File: config.mk
export PLATFORM = sky130hd
export DESIGN_NAME = nco_config_controller
export DESIGN_NICKNAME = d
export VERILOG_FILES = /design/src/rtl/nco_pkg.sv /design/src/rtl/btn_edge_detect.sv /design/src/rtl/nco_config_controller.sv
export SDC_FILE = /design/constraint.sdc
export NUM_CORES = 1
export LEC_CHECK = 0
export ABC_AREA = 1
export CAP_MARGIN = 20
export CORE_MARGIN = 1.5
export CORE_UTILIZATION = 35
export CTS_CLUSTER_SIZE = 16
export DETAILED_ROUTE_END_ITERATION = 8
export SLEW_MARGIN = 20
export SYNTH_ARGS = -nofsm -noshare
export SYNTH_HDL_FRONTEND = slang
export SYNTH_SLANG_ARGS = --single-unit
export TNS_END_PERCENT = 30
File: constraint.sdc
create_clock -name clk_1MHz -period 6.75 [get_ports clk_1MHz]
set_input_delay 0.675 -clock clk_1MHz [delete_from_list [all_inputs] [get_ports clk_1MHz]]
set_output_delay 0.675 -clock clk_1MHz [all_outputs]
set_load 0.005 [all_outputs]
File: src/rtl/nco_pkg.sv
// Shared types and constants for the NCO configuration controller.
//   cfg_state_t : controller FSM states; encodings are visible on state_out
//   wave_t      : waveform codes driven on cfg_wave
//   wave_step() : modulo-4 step of the waveform selection
package nco_pkg;

  typedef enum logic [2:0] {
    IDLE     = 3'd0,
    SEL_WAVE = 3'd1,
    SEL_FREQ = 3'd2,
    COMMIT   = 3'd3,
    HOLD     = 3'd4
  } cfg_state_t;

  typedef enum logic [1:0] {
    SINE     = 2'd0,
    SQUARE   = 2'd1,
    TRIANGLE = 2'd2,
    SAW      = 2'd3
  } wave_t;

  // Roughly 1 kHz per frequency index at 1 MHz with a 32-bit accumulator.
  localparam int unsigned FTW_STEP_DEFAULT = 4295;

  // Width of the frequency index; disp_value packs it as {4'b0, freq_idx}.
  localparam int unsigned FREQ_W = 4;

  // Waveform selection steps wrap in both directions (SAW+1 -> SINE, SINE-1 -> SAW).
  function automatic wave_t wave_step(input wave_t w, input logic up);
    logic [1:0] v;
    v = up ? (w + 2'd1) : (w - 2'd1);
    return wave_t'(v);
  endfunction

endpackage

File: src/rtl/btn_edge_detect.sv
// Rising-edge detector for one already-synchronised button level.
//   clk_1MHz : system clock
//   rst      : synchronous active-high reset, clears the history register
//   i_level  : button level
//   o_pulse  : high for the single cycle where the level is high and was low last cycle
module btn_edge_detect (
  input  logic clk_1MHz,
  input  logic rst,
  input  logic i_level,
  output logic o_pulse
);

  logic r_prev;

  always_ff @(posedge clk_1MHz) begin
    if (rst) begin
      r_prev <= 1'b0;
    end else begin
      r_prev <= i_level;
    end
  end

  // Combinational so the FSM can act on the same clock edge that first samples the level.
  assign o_pulse = i_level & ~r_prev;

endmodule

File: src/rtl/nco_config_controller.sv
// Button-driven configuration sequencer for the NCO core. After a startup delay the operator
// picks a waveform, then a frequency index; the choice is offered to the NCO datapath over a
// valid/ready handshake and a display hold period follows.
// Ports:
//   clk_1MHz, rst                : clock, synchronous active-high reset
//   btn_next, btn_up, btn_down   : synchronised button levels (rising edges are the events)
//   cfg_ready / cfg_valid        : handshake with the NCO core
//   cfg_wave, cfg_ftw            : committed waveform code and frequency tuning word
//   state_out                    : FSM state encoding for the display driver
//   disp_value                   : value under edit ({4'b0,freq_idx} in SEL_FREQ, else wave_sel)
//   phase_clr                    : only with NCO_PHASE_SYNC_EN defined; high during the
//                                  handshake cycle so the accumulator restarts at phase 0
module nco_config_controller
  import nco_pkg::*;
#(
  parameter int unsigned ACC_W       = 32,
  parameter int unsigned FTW_STEP    = FTW_STEP_DEFAULT,
  parameter int unsigned FREQ_MAX    = 15,
  parameter int unsigned HOLD_CYCLES = 3000000
) (
  input  logic             clk_1MHz,
  input  logic             rst,
  input  logic             btn_next,
  input  logic             btn_up,
  input  logic             btn_down,
  input  logic             cfg_ready,
  output logic             cfg_valid,
  output logic [1:0]       cfg_wave,
  output logic [ACC_W-1:0] cfg_ftw,
  output logic [2:0]       state_out,
  output logic [7:0]       disp_value
`ifdef NCO_PHASE_SYNC_EN
  ,
  output logic             phase_clr
`endif
);

  localparam int unsigned CNT_W = (HOLD_CYCLES > 1) ? $clog2(HOLD_CYCLES) : 1;
  localparam logic [CNT_W-1:0] CntLast = CNT_W'(HOLD_CYCLES - 1);
  localparam logic [FREQ_W-1:0] FreqMax = FREQ_W'(FREQ_MAX);

  logic w_next, w_up, w_down;
  logic w_up_only, w_down_only;

  btn_edge_detect u_edge_next (
    .clk_1MHz (clk_1MHz),
    .rst      (rst),
    .i_level  (btn_next),
    .o_pulse  (w_next)
  );

  btn_edge_detect u_edge_up (
    .clk_1MHz (clk_1MHz),
    .rst      (rst),
    .i_level  (btn_up),
    .o_pulse  (w_up)
  );

  btn_edge_detect u_edge_down (
    .clk_1MHz (clk_1MHz),
    .rst      (rst),
    .i_level  (btn_down),
    .o_pulse  (w_down)
  );

  // Simultaneous up and down edges cancel.
  assign w_up_only   = w_up & ~w_down;
  assign w_down_only = w_down & ~w_up;

  cfg_state_t        r_state, w_state_d;
  logic [CNT_W-1:0]  r_cnt, w_cnt_d;
  wave_t             r_wave_sel, w_wave_sel_d;
  logic [FREQ_W-1:0] r_freq_idx, w_freq_idx_d;
  logic              r_cfg_valid, w_cfg_valid_d;
  wave_t             r_cfg_wave, w_cfg_wave_d;
  logic [ACC_W-1:0]  r_cfg_ftw, w_cfg_ftw_d;
  logic [ACC_W-1:0]  w_ftw;
  logic              w_xfer;

  assign w_ftw  = ACC_W'((ACC_W'(r_freq_idx) + ACC_W'(1)) * ACC_W'(FTW_STEP));
  assign w_xfer = r_cfg_valid & cfg_ready;

  always_ff @(posedge clk_1MHz) begin
    if (rst) begin
      r_state     <= IDLE;
      r_cnt       <= '0;
      r_wave_sel  <= SINE;
      r_freq_idx  <= '0;
      r_cfg_valid <= 1'b0;
      r_cfg_wave  <= SINE;
      r_cfg_ftw   <= '0;
    end else begin
      r_state     <= w_state_d;
      r_cnt       <= w_cnt_d;
      r_wave_sel  <= w_wave_sel_d;
      r_freq_idx  <= w_freq_idx_d;
      r_cfg_valid <= w_cfg_valid_d;
      r_cfg_wave  <= w_cfg_wave_d;
      r_cfg_ftw   <= w_cfg_ftw_d;
    end
  end

  always_comb begin
    w_state_d     = r_state;
    w_cnt_d       = r_cnt;
    w_wave_sel_d  = r_wave_sel;
    w_freq_idx_d  = r_freq_idx;
    w_cfg_valid_d = r_cfg_valid;
    w_cfg_wave_d  = r_cfg_wave;
    w_cfg_ftw_d   = r_cfg_ftw;

    case (r_state)
      IDLE: begin
        if (r_cnt == CntLast) begin
          w_state_d = SEL_WAVE;
          w_cnt_d   = '0;
        end else begin
          w_cnt_d = r_cnt + CNT_W'(1);
        end
      end

      // A next edge wins over a coincident up/down edge.
      SEL_WAVE: begin
        if (w_next) begin
          w_state_d = SEL_FREQ;
        end else if (w_up_only) begin
          w_wave_sel_d = wave_step(r_wave_sel, 1'b1);
        end else if (w_down_only) begin
          w_wave_sel_d = wave_step(r_wave_sel, 1'b0);
        end
      end

      SEL_FREQ: begin
        if (w_next) begin
          w_state_d     = COMMIT;
          w_cfg_valid_d = 1'b1;
          w_cfg_wave_d  = r_wave_sel;
          w_cfg_ftw_d   = w_ftw;
        end else if (w_up_only && (r_freq_idx != FreqMax)) begin
          w_freq_idx_d = r_freq_idx + FREQ_W'(1);
        end else if (w_down_only && (r_freq_idx != '0)) begin
          w_freq_idx_d = r_freq_idx - FREQ_W'(1);
        end
      end

      // Buttons are ignored while the offer is outstanding.
      COMMIT: begin
        if (w_xfer) begin
          w_state_d     = HOLD;
          w_cfg_valid_d = 1'b0;
          w_cnt_d       = '0;
        end
      end

      HOLD: begin
        if (w_next || (r_cnt == CntLast)) begin
          w_state_d = SEL_WAVE;
          w_cnt_d   = '0;
        end else begin
          w_cnt_d = r_cnt + CNT_W'(1);
        end
      end

      // Encodings 5-7 recover to IDLE.
      default: begin
        w_state_d     = IDLE;
        w_cnt_d       = '0;
        w_cfg_valid_d = 1'b0;
      end
    endcase
  end

  assign cfg_valid  = r_cfg_valid;
  assign cfg_wave   = r_cfg_wave;
  assign cfg_ftw    = r_cfg_ftw;
  assign state_out  = r_state;
  assign disp_value = (r_state == SEL_FREQ) ? {4'b0, r_freq_idx} : {6'b0, r_wave_sel};

`ifdef NCO_PHASE_SYNC_EN
  assign phase_clr = w_xfer;
`endif

endmodule
; ---- Yosys cells after proc, flatten, opt, wreduce, memory -nomap -nowiden
; Index checks and enable logic that the tools add are counted.
[totals]
inputBits = 6
word_cells = 75
register_bits = 69
out_inout_bits = 46
[op_classes]
add_sub_neg = 6
n_eq_ne = 11
mux = 18
n_reduce_logical = 15
bitwise_logic = 14
n_mul = 1
[op_table]
columns = op, n
row1 = $pmux 22 s4, 1
row2 = $mux 22, 3
row3 = $add 22x1->22 const B, 1
row4 = $eq 22x22->1 const B, 1
row5 = $mul 5x13->18 const B, 1
row6 = $mux 3, 5
row7 = $pmux 3 s5, 1
row8 = $mux 4, 3
row9 = $ne 2x2->1 const B, 5
row10 = $reduce_and 3->1, 3
row11 = $not 1->1, 8
row12 = $and 1x1->1, 6
row13 = $eq 3x2->1 const B, 2
row14 = $add 4x1->5 const B, 1
row15 = $reduce_and 5->1, 1
row16 = $add 4x1->4 const B, 1
row17 = $mux 2, 2
row18 = $ne 4x4->1 const B, 1
row19 = $reduce_and 2->1, 2
row20 = $reduce_bool 2->1, 2
row21 = $reduce_bool 4->1, 1
row22 = $sub 4x1->4 const B, 1
row23 = $eq 3x1->1 const B, 1
row24 = $eq 3x3->1 const B, 1
row25 = 9 further kinds, 11

; ---- Logic depth before layout (Yosys ltp)
; Gate-level depths: netlist (run 1).
[depth]
word_depth = 7
depth_mapped = 21
depth_no_buf = 21

; ---- Cells and area by module
; From an unflattened synthesis (run 1), not the netlist that was laid out.
[unflattened]
cells_unflattened = 621
area_unflattened_um2 = 4012.6
[modules_own_cells]
columns = mod, instances, area_per_inst_um2, cells_each
row1 = nco_config_controller, 1, 3918.8, 609
row2 = btn_edge_detect, 3, 31.3, 4

; ---- Worst setup path after synthesis (run 1)
; Ideal clock, no wire load.
[synth_path]
kind = flip-flop to flip-flop
from = register r_freq_idx[0]
to = register r_cfg_ftw[7] (netlist: cfg_ftw[7])
required_ns = 6.694
slack_ns = 3.391
path_stages_with_launch = 17
n_path_buf = 0
synth_period_minus_slack_ns = 3.359
t_arrival_ns = 3.303
cell_sequence = dfxtp_1 > nand3_1 > xor2_1 > inv_1 > fa_1 > ha_1 > ha_1 > ha_1 > inv_1 > nand2_1 > nand3_1 > nand2_1 > inv_1 > or2_2 > nand3_1 > nand2_1 > inv_1
[synth_via]
elab_chain_cells = 2
[synth_lines]
columns = element, line
row1 = from (decl), nco_config_controller.sv:73  ; logic [FREQ_W-1:0] r_freq_idx, w_freq_idx_d;
row2 = from (signal assigned), nco_config_controller.sv:96  ; r_freq_idx <= w_freq_idx_d;
row3 = $add 4x1->5, nco_config_controller.sv:80  ; assign w_ftw = ACC_W'((ACC_W'(r_freq_idx) + ACC_W'(1)) * ACC_W'(FTW_STEP));
row4 = $mul 5x13->18, nco_config_controller.sv:80
row5 = to (signal assigned), nco_config_controller.sv:99  ; r_cfg_ftw <= w_cfg_ftw_d;
row6 = to (decl), nco_config_controller.sv:76  ; logic [ACC_W-1:0] r_cfg_ftw, w_cfg_ftw_d;
; No other way between the ends.
; A chain may end at the register's enable or synchronous reset.

; ---- Worst setup path after layout (run 1)
; Ends and elaborated chain as after synthesis.

==> metrics.cfg, run 1 <==
[status]
status=finished, final reports clean

[sta]
setup_violations=0
period_needed_ns=3.68
timing.hold.ws_ns=0.486
fin_crit_sh=0.546
worst_slew_pin_slew_ns=0.740
max_freq_mhz=271
tns_ns=0
slew_headroom=0.506
final_hold_viol_count=0
drv_slew=0
finClkSkew_ns=0.00692
grt_setup_unrepaired=no

[global_route]
grt_first_pass_wirelength_um=15800
grt_max_degree=33
grt-ovfl-total=0
grt_pass1_vias=3472
grt_use_total=0.165
antenna_found_initial=0

[synth]
muxShareOfSynthArea=0
yosys.area_share.adder=0.134
synth_warnings=0
synth_cell_types=37
synthCells=621
yosysSeqAreaShare=0.275
synth_simple_gate_area_share=0.334
synth_top_family_by_area=simple AND/OR/NAND/NOR gates
postSynthAreaPerCell_um2=6.46
netlist_area_um2=4010
synth_compound_area_frac=0.0911
ys_ff_latch=55
synth-xor-area-share=0.0328

[critical_path]
worstPathArrival_ns=3.93
crit_slowest_cell=dfxtp_1
cp-start-kind=flip-flop
crit_path_cell_trace=nand3_1, xor2_1, inv_1, fa_1, ha_1, ha_1, ha_1, inv_1, nand2_1, nand3_1, nand2_1, inv_1, or2_2, nand3_1, nand2_1, inv_1
end_kind=flip-flop
required_ns=7.00
crit_top_cell=inv_1
cp_top_family=adder cells
crit_fanout=7
crit_buf_inv=4
worst-setup-path-type=reg2reg
slowest_delay_ns=0.52
critical_path.startpoint=r_freq_idx[0]
rr_startpoint=r_freq_idx[0]

[routing]
detail-route-antenna-nets=0
vias_per_cell=4.71
drcViolationCount=0
drtIter0Drc=168
dr.pass1.iters=5
routedWlPerCell_um=11.9
num_vias=3734
drt_wl_total_um=9430

[cells_and_area]
fillers=1179
layout_commonest_cell=nand2_1
final_core_util=0.415
syn2layout_area_growth_pct=13.6
fin_nets=698
multi_input_area_um2=2440
layoutNonFillerInstCount=793
antenna_cells=0
ff_latch_area_um2=1100
final_cell_mix=151 x nand2_1, 102 x nor2_1, 89 x inv_1
drive_above_1_share=0.0368

[clock_tree]
cts-root-buf=clkbuf_16
path_clk_slew_ns=0.08
clock_path_buffers=2
cts_num_sinks=55
clkLatencyLatePin_ns=0.30
h-tree-depth=2
hold_buffers=0
cts_tree=built
numCtsBuffers=5
post_cts_buffers=0
postCtsResizedCells=0

[die]
die_area_um2=12100
top_level_ports=52
die_height_um=110
core-area_um2=11000
rows=38
dieWidth_um=110
start_util=0.365

[place]
place.gp.congestion=0.897
hpwlAfterDp_um=7310
numPortBuffers=33
placed_cells=785

[power_and_ir_drop]
powerDensity_nw_per_um2=187
irDropWorstVdd_v=0.000109
p_leak_nw=2.09

[run]
cap_violations=0

[worst_hold_path]
min_from=r_cnt[4]
hold_class=reg2reg

stage by stage:
step	setup slack [ns]	area, um2	power, mW
after floorplan	3.39	4070	0.535
after detailed placement	3.08	4410	0.590
after global routing	2.73	4560	0.905
after CTS	3.05	4560	0.863
final	3.07	4560	0.852
after global placement	3.19	4410	0.587
tightest hold or removal path, delay by kind of cell, from the launching register on:
kind | cells | cell delay, ns
DFF | 1 | 0.34
buffers and inverters | 1 | 0.06
AOI/OAI and AO/OA | 1 | 0.05
cell usage after synthesis (all sizes together):
| library cell | n | area share |
|---|---|---|
| inv | 91 | 0.085 |
| xor2 | 9 | 0.020 |
| or2 | 2 | 0.0031 |
| nand3b | 3 | 0.0056 |
| o211ai | 1 | 0.0019 |
| clkbuf | 4 | 0.0037 |
| xnor2 | 6 | 0.013 |
| a21boi | 1 | 0.0019 |
| dfxtp | 55 | 0.27 |
| clkinv | 1 | 0.00094 |
| nand4 | 5 | 0.0078 |
| nand3 | 43 | 0.056 |
| o22ai | 1 | 0.0016 |
| nor3 | 6 | 0.0075 |
| nor2 | 104 | 0.10 |
| ha | 35 | 0.11 |
| o21bai | 1 | 0.0019 |
| buf | 24 | 0.043 |
| nand2 | 155 | 0.15 |
| a31oi | 1 | 0.0016 |
| fa | 5 | 0.025 |
| o21a | 1 | 0.0019 |
| and2 | 3 | 0.0047 |
| a21oi | 33 | 0.043 |
| o21ai | 30 | 0.037 |
| conb | 1 | 0.00094 |
report_power, final:
part           internal (mW)  switching, mW
clock network          0.140          0.128
registers              0.343         0.0140
logic                 0.0739          0.152
path summary, 6_finish.rpt:
path | to | slack, ns | cells past startpoint
worst min register to register | r_cnt[4] | 0.49 | 2
worst min-delay path | r_cnt[4] | 0.49 | 2
worst max-delay path | cfg_ftw[7] | 3.07 | 16
worst max register to register | cfg_ftw[7] | 3.07 | 16
layer usage:
layer / wire [um] / track usage
met3: 305 / 0.0218
met1: 4550 / 0.220
met5: 0 / 0
met2: 4460 / 0.279
met4: 125 / 0.0510
registers in the layout (all words and copies together) (netlist names):
signal	cells
u_edge_up.r_prev	1
cfg_valid	1
cfg_wave	2
r_wave_sel	2
state_out	3
cfg_ftw	18
u_edge_down.r_prev	1
u_edge_next.r_prev	1
r_freq_idx	4
r_cnt	22
area by class of cell:
class | instances | area share
clock buffer | 5 | 0.0275
clock inverter | 3 | 0.00522
inverter | 92 | 0.0758
multi-input combinational | 463 | 0.536
sequential | 55 | 0.242
tap | 140 | 0.0385
timing repair buffer | 35 | 0.0758
kinds of logic after synthesis:
| logic type | after synthesis |
|---|---|
| xor gates and xnor gates | 15 |
| adders and majority gates | 40 |
| AOI/OAI and AO/OA | 69 |
| DFF | 55 |
| buffers and inverters | 120 |
| and+or+nand+nor | 321 |
| other | 1 |
(Power assumes the default switching activity.)
==> run 2, diff against run 1 <==
==> constraint.sdc (replaced) <==
create_clock -name clk_1MHz -period 3.65 [get_ports clk_1MHz]
set_input_delay 0.365 -clock clk_1MHz [delete_from_list [all_inputs] [get_ports clk_1MHz]]
set_output_delay 0.365 -clock clk_1MHz [all_outputs]
set_load 0.005 [all_outputs]
==> metrics.cfg, run 2 (synthesized netlist as in run 1, its figures left out) <==
[clock_tree]
clkLatencyLatePin_ns=0.30  ; about the same
cts_tree=built
path_clk_slew_ns=0.08  ; about the same
cts_num_sinks=55  ; unchanged
cts-root-buf=clkbuf_16
clock_path_buffers=2  ; unchanged
hold_buffers=0  ; unchanged
h-tree-depth=2  ; unchanged
post_cts_buffers=0  ; unchanged
numCtsBuffers=5  ; unchanged
postCtsResizedCells=0  ; unchanged

[sta]
max_freq_mhz=300  ; +11%
drv_slew=0  ; unchanged
tns_ns=0  ; unchanged
period_needed_ns=3.33  ; -0.354 ns
grt_setup_unrepaired=no
fin_crit_sh=0.912  ; +0.367
setup_violations=0  ; unchanged
final_hold_viol_count=0  ; unchanged
slew_headroom=0.469  ; -0.0367
timing.hold.ws_ns=0.479  ; -0.00732 ns
worst_slew_pin_slew_ns=0.795  ; +0.0550 ns
finClkSkew_ns=0.00840  ; +0.00149 ns

[global_route]
antenna_found_initial=0  ; unchanged
grt_max_degree=32  ; -3.0%
grt-ovfl-total=0  ; unchanged
grt_pass1_vias=3435  ; -1.1%
grt_use_total=0.169  ; +0.00357
grt_first_pass_wirelength_um=16100  ; +1.7%

[cells_and_area]
antenna_cells=0  ; unchanged
largest_reg_flops=22  ; unchanged
final_core_util=0.417  ; +0.00194
ff_latch_area_um2=1100  ; +0.23%
fillers=1162  ; -1.4%
regMostFlops=r_cnt
layout_commonest_cell=nand2_1
multi_input_area_um2=2440  ; unchanged
syn2layout_area_growth_pct=14.1
drive_above_1_share=0.0427  ; +0.00593
fin_nets=701  ; +0.43%
final_cell_mix=151 x nand2_1, 102 x nor2_1, 89 x inv_1

[die]
top_level_ports=52  ; unchanged
start_util=0.365  ; unchanged
core-area_um2=11000  ; unchanged
rows=38  ; unchanged
dieWidth_um=110  ; unchanged
die_area_um2=12100  ; unchanged
die_height_um=110  ; unchanged

[critical_path]
worstPathArrival_ns=3.53  ; -0.40 ns
required_ns=3.85  ; -3.15 ns
crit_buf_inv=3  ; -1
end_kind=flip-flop
worst-setup-path-type=reg2reg
crit_top_cell=nand3_1
crit_path_cell_trace=ha_1, inv_1, nand2_1, nand2_1, inv_1, ha_1, ha_1, ha_1, fa_1, nand3_1, nand3_1, nand3_1, nand3_1, nand2_1, nand3_1, nand2_1, inv_1
crit_slowest_cell=fa_1
crit_fanout=7  ; unchanged
slowest_delay_ns=0.50  ; -0.02 ns
cp-start-kind=flip-flop
cp_top_family=adder cells

[place]
hpwlAfterDp_um=7360  ; +0.66%
numPortBuffers=33  ; unchanged
place.gp.congestion=0.887  ; -1.2%

[routing]
dr.pass1.iters=4  ; -1
num_vias=3776  ; +1.1%
detail-route-antenna-nets=0  ; unchanged
routedWlPerCell_um=11.9  ; about the same
vias_per_cell=4.74  ; +0.74%
drtIter0Drc=204  ; +21%
drcViolationCount=0  ; unchanged
drt_wl_total_um=9470  ; +0.38%

[power_and_ir_drop]
p_leak_nw=2.10  ; +0.57%
powerDensity_nw_per_um2=343  ; +83%
irDropWorstVdd_v=0.000241  ; +120%

[status]
status=finished, final reports clean

[worst_hold_path]
hold_class=reg2reg

[run]
cap_violations=0  ; unchanged

## run 2: metal layers
layer / share of wire / global-route usage
met1: 0.48 / 0.221
met2: 0.47 / 0.280
met3: 0.036 / 0.0265
met4: 0.014 / 0.0631
met5: 0 / 0
## run 2: metrics by stage
| step | instance area (um2) | instances | power (mW) | setup WS, ns |
|---|---|---|---|---|
| floorplan | 4070 | 638 | 0.990 | 0.291 |
| global placement | 4430 | 788 | 1.09 | 0.257 |
| detailed placement | 4430 | 788 | 1.09 | 0.228 |
| CTS | 4570 | 796 | 1.59 | 0.214 |
| global route | 4580 | 796 | 1.67 | 0.0437 |
| finish | 4580 | 796 | 1.57 | 0.320 |
## run 2: final cells by class
type,instances,area share
Clock buffer,6,0.0282
Clock inverter,2,0.00355
Inverter,92,0.0755
Multi-Input combinational cell,463,0.533
Sequential cell,55,0.241
Tap cell,140,0.0383
Timing Repair Buffer,38,0.0804
## run 2: worst reg2reg max path, cell delays in order (launching register included)
cell and delay (ns):
dfxtp_2 0.42, ha_1 0.21, inv_1 0.05, nand2_1 0.07, nand2_1 0.06, inv_1 0.22, ha_1 0.31, ha_1 0.30
ha_1 0.31, fa_1 0.50, nand3_1 0.13, nand3_1 0.16, nand3_1 0.15, nand3_1 0.08, nand2_1 0.06, nand3_1 0.08
nand2_1 0.07, inv_1 0.03
## run 2: final timing paths
kind,from,end,slack [ns],cells after the start
max,r_freq_idx[0],cfg_ftw[14],0.32,17
min,r_cnt[4],r_cnt[4],0.48,2
max reg2reg,r_freq_idx[0],cfg_ftw[14],0.32,17
min reg2reg,r_cnt[4],r_cnt[4],0.48,2
## run 2: report_power, final
part / internal [mW] / leakage, nW / switching [mW]
logic: 0.137 / 1.59 / 0.277
clock network: 0.258 / 0.0675 / 0.238
registers: 0.635 / 0.446 / 0.0254
==> run 3, diff against run 2 <==
--- a/config.mk
+++ b/config.mk
@@ -6,7 +6,6 @@
 export NUM_CORES = 1
 export LEC_CHECK = 0
 export ABC_AREA = 1
-export CAP_MARGIN = 20
 export CORE_MARGIN = 1.5
 export CORE_UTILIZATION = 35
 export CTS_CLUSTER_SIZE = 16
==> results of run 3 <==
No change in the layout: final DEF, timing and power equal those of run 2.
